[src/rtl/spi_burst_mem_pkg.sv]
// Shared types and frame-field helpers for the burst-capable serial memory slave.
package spi_burst_mem_pkg;

  typedef enum logic [2:0] {
    S_IDLE,
    S_CMD,
    S_LEN,
    S_ADDR,
    S_WDATA,
    S_TURN,
    S_RDATA,
    S_DONE
  } state_t;

  localparam logic OP_WRITE = 1'b1;
  localparam logic OP_READ  = 1'b0;

  // Width of the opcode field that leads every frame.
  localparam int OP_W = 1;

  // Bit counter width large enough to index the widest frame field.
  function automatic int cnt_width(input int data_w, input int addr_w, input int len_w);
    int m;
    m = data_w;
    if (addr_w > m) m = addr_w;
    if (len_w > m) m = len_w;
    return (m < 2) ? 1 : $clog2(m);
  endfunction

endpackage

[src/rtl/spi_burst_mem_array.sv]
// Word storage with one synchronous write port, one combinational read port
// and range checking for partially populated address spaces.
module spi_burst_mem_array #(
  parameter int DATA_W = 8,
  parameter int ADDR_W = 5,
  parameter int DEPTH  = 32
) (
  input  logic              clk,
  input  logic              we,
  input  logic [ADDR_W-1:0] waddr,
  input  logic [DATA_W-1:0] wdata,
  input  logic [ADDR_W-1:0] raddr,
  output logic [DATA_W-1:0] rdata,
  output logic              rd_oor
);

  logic [DATA_W-1:0] mem [DEPTH];
  logic              wr_ok;
  logic              rd_ok;

  assign wr_ok  = ({1'b0, waddr} < (ADDR_W+1)'(DEPTH));
  assign rd_ok  = ({1'b0, raddr} < (ADDR_W+1)'(DEPTH));
  assign rd_oor = !rd_ok;
  assign rdata  = rd_ok ? mem[raddr] : '0;

  // Commit a word only when its address is backed by real storage.
  always_ff @(posedge clk) begin
    if (we && wr_ok) mem[waddr] <= wdata;
  end

endmodule

[src/rtl/spi_burst_mem.sv]
// Serial-framed memory slave: parses OP/LEN/ADDR frames, performs burst
// writes and reads with address auto-increment and out-of-range reporting.
module spi_burst_mem
  import spi_burst_mem_pkg::*;
#(
  parameter int DATA_W = 8,
  parameter int ADDR_W = 5,
  parameter int DEPTH  = 32,
  parameter int LEN_W  = 3
) (
  input  logic clk,
  input  logic rst_n,
  input  logic cs,
  input  logic miso,
  output logic mosi,
  output logic ready,
  output logic op_done,
  output logic err
);

  localparam int CNT_W = cnt_width(DATA_W, ADDR_W, LEN_W);

  state_t            state, state_d;
  logic [CNT_W-1:0]  bit_cnt;
  logic [LEN_W-1:0]  word_cnt;
  logic [LEN_W-1:0]  len;
  logic [ADDR_W-1:0] addr;
  logic [ADDR_W-1:0] addr_inc;
  logic [ADDR_W-1:0] rd_addr;
  logic              op;
  logic [DATA_W-2:0] in_shift;
  logic [DATA_W-2:0] out_shift;
  logic              err_flag;
  logic              mosi_d, ready_d, op_done_d, err_d;
  logic              flag_set;
  logic              we;
  logic [DATA_W-1:0] wdata;
  logic [DATA_W-1:0] rd_data;
  logic              rd_oor;
  logic              last_len, last_addr, last_bit, last_word;

  assign last_len  = (bit_cnt == CNT_W'(LEN_W - 1));
  assign last_addr = (bit_cnt == CNT_W'(ADDR_W - 1));
  assign last_bit  = (bit_cnt == CNT_W'(DATA_W - 1));
  assign last_word = (word_cnt == len);
  assign addr_inc  = (addr == ADDR_W'(DEPTH - 1)) ? '0 : addr + 1'b1;
  assign rd_addr   = (state == S_RDATA) ? addr_inc : addr;
  assign wdata     = {miso, in_shift};

  spi_burst_mem_array #(
    .DATA_W(DATA_W),
    .ADDR_W(ADDR_W),
    .DEPTH (DEPTH)
  ) u_array (
    .clk   (clk),
    .we    (we),
    .waddr (addr),
    .wdata (wdata),
    .raddr (rd_addr),
    .rdata (rd_data),
    .rd_oor(rd_oor)
  );

  // State register.
  always_ff @(posedge clk or negedge rst_n) begin
    if (!rst_n) state <= S_IDLE;
    else        state <= state_d;
  end

  // Next-state logic: cs high aborts any active phase; DONE waits for cs high.
  always_comb begin
    state_d = state;
    case (state)
      S_IDLE:  if (!cs) state_d = S_CMD;
      S_CMD:   state_d = cs ? S_IDLE : S_LEN;
      S_LEN:   if (cs) state_d = S_IDLE;
               else if (last_len) state_d = S_ADDR;
      S_ADDR:  if (cs) state_d = S_IDLE;
               else if (last_addr) state_d = (op == OP_WRITE) ? S_WDATA : S_TURN;
      S_WDATA: if (cs) state_d = S_IDLE;
               else if (last_bit && last_word) state_d = S_DONE;
      S_TURN:  state_d = cs ? S_IDLE : S_RDATA;
      S_RDATA: if (cs) state_d = S_IDLE;
               else if (last_bit && last_word) state_d = S_DONE;
      S_DONE:  if (cs) state_d = S_IDLE;
      default: state_d = S_IDLE;
    endcase
  end

  // Output logic: next values of the registered outputs plus write/range strobes.
  always_comb begin
    mosi_d   = 1'b0;
    ready_d  = 1'b0;
    we       = 1'b0;
    flag_set = 1'b0;
    case (state)
      S_WDATA: if (!cs && last_bit) begin
        we       = 1'b1;
        flag_set = rd_oor;
      end
      S_TURN: if (!cs) begin
        mosi_d   = rd_data[0];
        ready_d  = 1'b1;
        flag_set = rd_oor;
      end
      S_RDATA: if (!cs) begin
        if (!last_bit) begin
          mosi_d  = out_shift[0];
          ready_d = 1'b1;
        end else if (!last_word) begin
          mosi_d   = rd_data[0];
          ready_d  = 1'b1;
          flag_set = rd_oor;
        end
      end
      default: ;
    endcase
    op_done_d = (state_d == S_DONE) && (state != S_DONE);
    err_d     = op_done_d && (err_flag || flag_set);
  end

  // Datapath: field capture, counters, shift registers and output registers.
  always_ff @(posedge clk or negedge rst_n) begin
    if (!rst_n) begin
      bit_cnt   <= '0;
      word_cnt  <= '0;
      len       <= '0;
      addr      <= '0;
      op        <= 1'b0;
      in_shift  <= '0;
      out_shift <= '0;
      err_flag  <= 1'b0;
      mosi      <= 1'b0;
      ready     <= 1'b0;
      op_done   <= 1'b0;
      err       <= 1'b0;
    end else begin
      mosi    <= mosi_d;
      ready   <= ready_d;
      op_done <= op_done_d;
      err     <= err_d;
      if (flag_set) err_flag <= 1'b1;
      case (state)
        S_IDLE: begin
          bit_cnt  <= '0;
          word_cnt <= '0;
          err_flag <= 1'b0;
        end
        S_CMD: begin
          op      <= miso;
          bit_cnt <= '0;
        end
        S_LEN: begin
          len     <= {miso, len[LEN_W-1:1]};
          bit_cnt <= last_len ? '0 : bit_cnt + CNT_W'(1);
        end
        S_ADDR: begin
          addr    <= {miso, addr[ADDR_W-1:1]};
          bit_cnt <= last_addr ? '0 : bit_cnt + CNT_W'(1);
        end
        S_WDATA: begin
          in_shift <= {miso, in_shift[DATA_W-2:1]};
          if (last_bit) begin
            bit_cnt  <= '0;
            addr     <= addr_inc;
            word_cnt <= word_cnt + LEN_W'(1);
          end else begin
            bit_cnt <= bit_cnt + CNT_W'(1);
          end
        end
        S_TURN: begin
          out_shift <= rd_data[DATA_W-1:1];
          bit_cnt   <= '0;
        end
        S_RDATA: begin
          if (!last_bit) begin
            out_shift <= out_shift >> 1;
            bit_cnt   <= bit_cnt + CNT_W'(1);
          end else begin
            out_shift <= rd_data[DATA_W-1:1];
            addr      <= addr_inc;
            word_cnt  <= word_cnt + LEN_W'(1);
            bit_cnt   <= '0;
          end
        end
        default: ;
      endcase
    end
  end

endmodule
[config.mk]
export PLATFORM = sky130hd
export DESIGN_NAME = spi_burst_mem
export DESIGN_NICKNAME = d
export VERILOG_FILES = /design/src/rtl/spi_burst_mem_pkg.sv /design/src/rtl/spi_burst_mem_array.sv /design/src/rtl/spi_burst_mem.sv
export SDC_FILE = /design/constraint.sdc
export NUM_CORES = 1
export LEC_CHECK = 0
export ABC_AREA = 1
export BUFFER_PORTS_ARGS = -buffer_cell sky130_fd_sc_hd__buf_2
export CELL_PAD_IN_SITES_DETAIL_PLACEMENT = 0
export CELL_PAD_IN_SITES_GLOBAL_PLACEMENT = 2
export CORE_MARGIN = 5
export CORE_UTILIZATION = 45
export CTS_CLUSTER_SIZE = 40
export DETAILED_ROUTE_END_ITERATION = 8
export PLACE_DENSITY = 0.89
export SLEW_MARGIN = 20
export SYNTH_ARGS = -nofsm -noshare
export SYNTH_HDL_FRONTEND = slang
export SYNTH_SLANG_ARGS = --single-unit
[constraint.sdc]
create_clock -name clk -period 4.1 [get_ports clk]
set_clock_uncertainty 0.1 [all_clocks]
set_input_delay 0.615 -clock clk [delete_from_list [all_inputs] [get_ports clk]]
set_output_delay 0.615 -clock clk [all_outputs]
set_load 0.02 [all_outputs]
==> impl_metrics.json <==
{
  "run_status": "completed",
  "synth.area.top_cells": "edfxtp_1 59%, nand3_1 11%, nand2_1 8.3%",
  "cts.hold.buffers_added": 0,
  "numPortBuffers": 6,
  "wl_met2_um": 15700,
  "ant_nets": 0,
  "synth_edf_count": 256,
  "cts_sinks": 291,
  "dr_wl_met3_um": 2170,
  "clock_latency_ns": 0.51,
  "route.top_layer_used": "met4",
  "worst_slew_pin_slew_ns": 1.14,
  "crit_top_cell": "nand2_1",
  "grt_setup_unrepaired": "false",
  "slowest_delay_ns": 0.52,
  "ff_latch_area_mm2": 0.00857,
  "synth_ff_type": "edfxtp_1",
  "cp_slowest_cell": "nand2_2",
  "h-tree-depth": 2,
  "syn_to_final_growth_pct": 11.8,
  "nNetsFinal": 1308,
  "finalHoldViolations": 0,
  "multi_input_area_mm2": 0.00338,
  "synth-seq-cells": 291,
  "n_antenna_cell": 0,
  "cts_buffer_depth": 3,
  "drc": 0,
  "wl_met1_um": 14700,
  "synth_top_area_cell": "edfxtp_1",
  "ys_seq_area_share_pct": 65.6,
  "synthArstFlopShare_pct": 12.0,
  "antenna_found_initial": 0,
  "cpLargestDelayFamily": "simple AND/OR/NAND/NOR gates",
  "firstDrtPassIters": 5,
  "post-route-period-util_pct": 83.4,
  "crit_required_ns": 4.40,
  "placed_area_mm2": 0.0136,
  "fin_setup_tns_ns": 0,
  "post_cts_buffers": 0,
  "gp_congestion": 0.878,
  "min_period_ns": 3.42,
  "powerDensity_mw_per_mm2": 496,
  "final_cell_mix": "290 x nand3_1, 286 x nand2_1, 256 x edfxtp_1, 212 x inv_1, 45 x nor2_1",
  "num_io_pins": 8,
  "vias_per_cell": 5.24,
  "slew_violations": 0,
  "hpwl_um": 20400,
  "setup.worst_path.class": "reg -> reg",
  "dieArea_mm2": 0.0325,
  "cp_num_buf_inv": 3,
  "max-cap-violations": 0,
  "finalWirelength_um": 33400,
  "startpoint_type": "register",
  "n_fill_cell": 2629,
  "grt_usage_pct": 20.5,
  "yosys_warnings": 0,
  "finalSetupViolCount": 0,
  "cts_tree": "done",
  "p_leak_nw": 6.14,
  "crit_path_max_fanout": 23,
  "layout_commonest_cell": "nand3_1",
  "routed-via-count": 8912,
  "syn_area_mm2": 0.0130,
  "post_cts_resized": 0,
  "overflow": 0,
  "synth.top_cell.area_share_pct": 58.9,
  "fmax_ghz": 0.293,
  "grt_max_degree": 54,
  "wl_per_cell_um": 19.6,
  "pre_cts_ws_ns": 0.774,
  "drive_gt1_share_pct": 6.76,
  "cts_buffers": 34,
  "die_w_um": 180,
  "setup_slack_ns": 0.681,
  "ys_types": 29,
  "clk_pin_slew_ns": 0.06,
  "final_area_mm2": 0.0146,
  "cts_root_buf": "clkbuf_16",
  "crit_chain": "ha_1 -> nand2_1 -> nor2_1 -> ha_1 -> inv_1 -> nand2_1 -> nand3_1 -> nand2_2 -> buf_12 -> buf_12 -> nand2_1 -> nand3_1 -> nand3_1 -> nand3_1 -> nand3_1 -> nand2_1 -> nand2_1 -> nand2_1 -> nand2_1",
  "hp-class": "in -> async",
  "grt_pass1_wl_um": 51500,
  "rows": 62,
  "drtIter0Drc": 773,
  "critical_path_arrival_ns": 3.72,
  "peakVddDrop_mv": 0.330,
  "grt_pass1_vias": 8682,
  "avgSynthCellArea_um2": 10.2,
  "core_mm2": 0.0287,
  "die_y_um": 180,
  "synth_fp_nets": 1298,
  "slew_headroom_pct": 23.8,
  "initial_core_util_pct": 45.4,
  "synthCells": 1284,
  "crit_path_end_kind": "register"
}
logic make-up after synthesis:
| group | Yosys count | synth area share (%) |
|---|---|---|
| adder cells (fa/ha/maj) | 10 | 0.959 |
| buffers and inverters | 274 | 8.52 |
| AND/OR/NAND/NOR | 652 | 22.2 |
| other | 1 | 0.0287 |
| AO/OA/AOI/OAI | 52 | 2.34 |
| flip-flops | 291 | 65.6 |
| XOR/XNOR | 4 | 0.269 |
flip-flops by register name, indices dropped and copies added, names as in the netlist:
signal,count
ready,1
u_array.mem,256
mosi,1
op,1
word_cnt,3
out_shift,7
state,3
addr,5
in_shift,7
op_done,1
len,3
bit_cnt,3
metal layers:
metal	up-vias	GRT usage [%]
li1	4284	-
met1	4282	28.7
met2	289	33.3
met3	57	3.25
met4	0	5.96
met5	-	0
power by group:
part	leakage, nW	total, mW	switching (mW)	internal, mW
sequential	2.71	3.27	0.0515	3.22
clock	0.497	2.78	1.13	1.65
combinational	2.94	1.18	0.839	0.339
total	6.14	7.23	2.02	5.21
cell type report:
cell class	instances	area share (%)
flip-flops and latches	291	58.8
multi-input cells	719	23.2
clock buffers	47	6.68
inverters	215	5.54
well taps	384	3.30
repair buffers	33	2.20
clock inverters	11	0.335
cells in the mapped netlist, types with 3 or more instances:
cell	instances
xor2_1	4
a21oi_1	14
nand3b_1	18
nor3_1	4
o21ai_0	24
o21ai_2	3
ha_1	10
inv_1	212
nand2_1	287
nand2_2	3
edfxtp_1	256
o211ai_1	5
clkbuf_1	11
nor2_1	45
buf_4	9
dfrtp_1	35
buf_2	39
nand3_1	291
path summary, 6_finish.rpt:
path / startpoint / to / slack [ns] / cells after the start
worst min-delay path: rst_n / bit_cnt[0] / 0.11 / 1
worst max-delay path: addr[1] / out_shift[0] / 0.68 / 19
max in group asynchronous: rst_n / in_shift[0] / 3.19 / 1
worst max register to register: addr[1] / out_shift[0] / 0.68 / 19
min in group clk: cs / state[0] / 0.26 / 2
worst min register to register: out_shift[4] / out_shift[4] / 0.38 / 2
metrics by stage:
stage          std cells  utilization [%]  total power, mW  hold slack (ns)
2_1_floorplan       1284                -             4.07            0.219
3_3_place_gp        1642             47.2             4.51            0.359
3_5_place_dp        1642             47.2             4.51            0.361
4_1_cts             1700             50.8             7.27            0.136
5_1_grt             1700             50.8             7.53            0.183
6_report            1700             50.8             7.23            0.114
(Power assumes the default switching activity.)
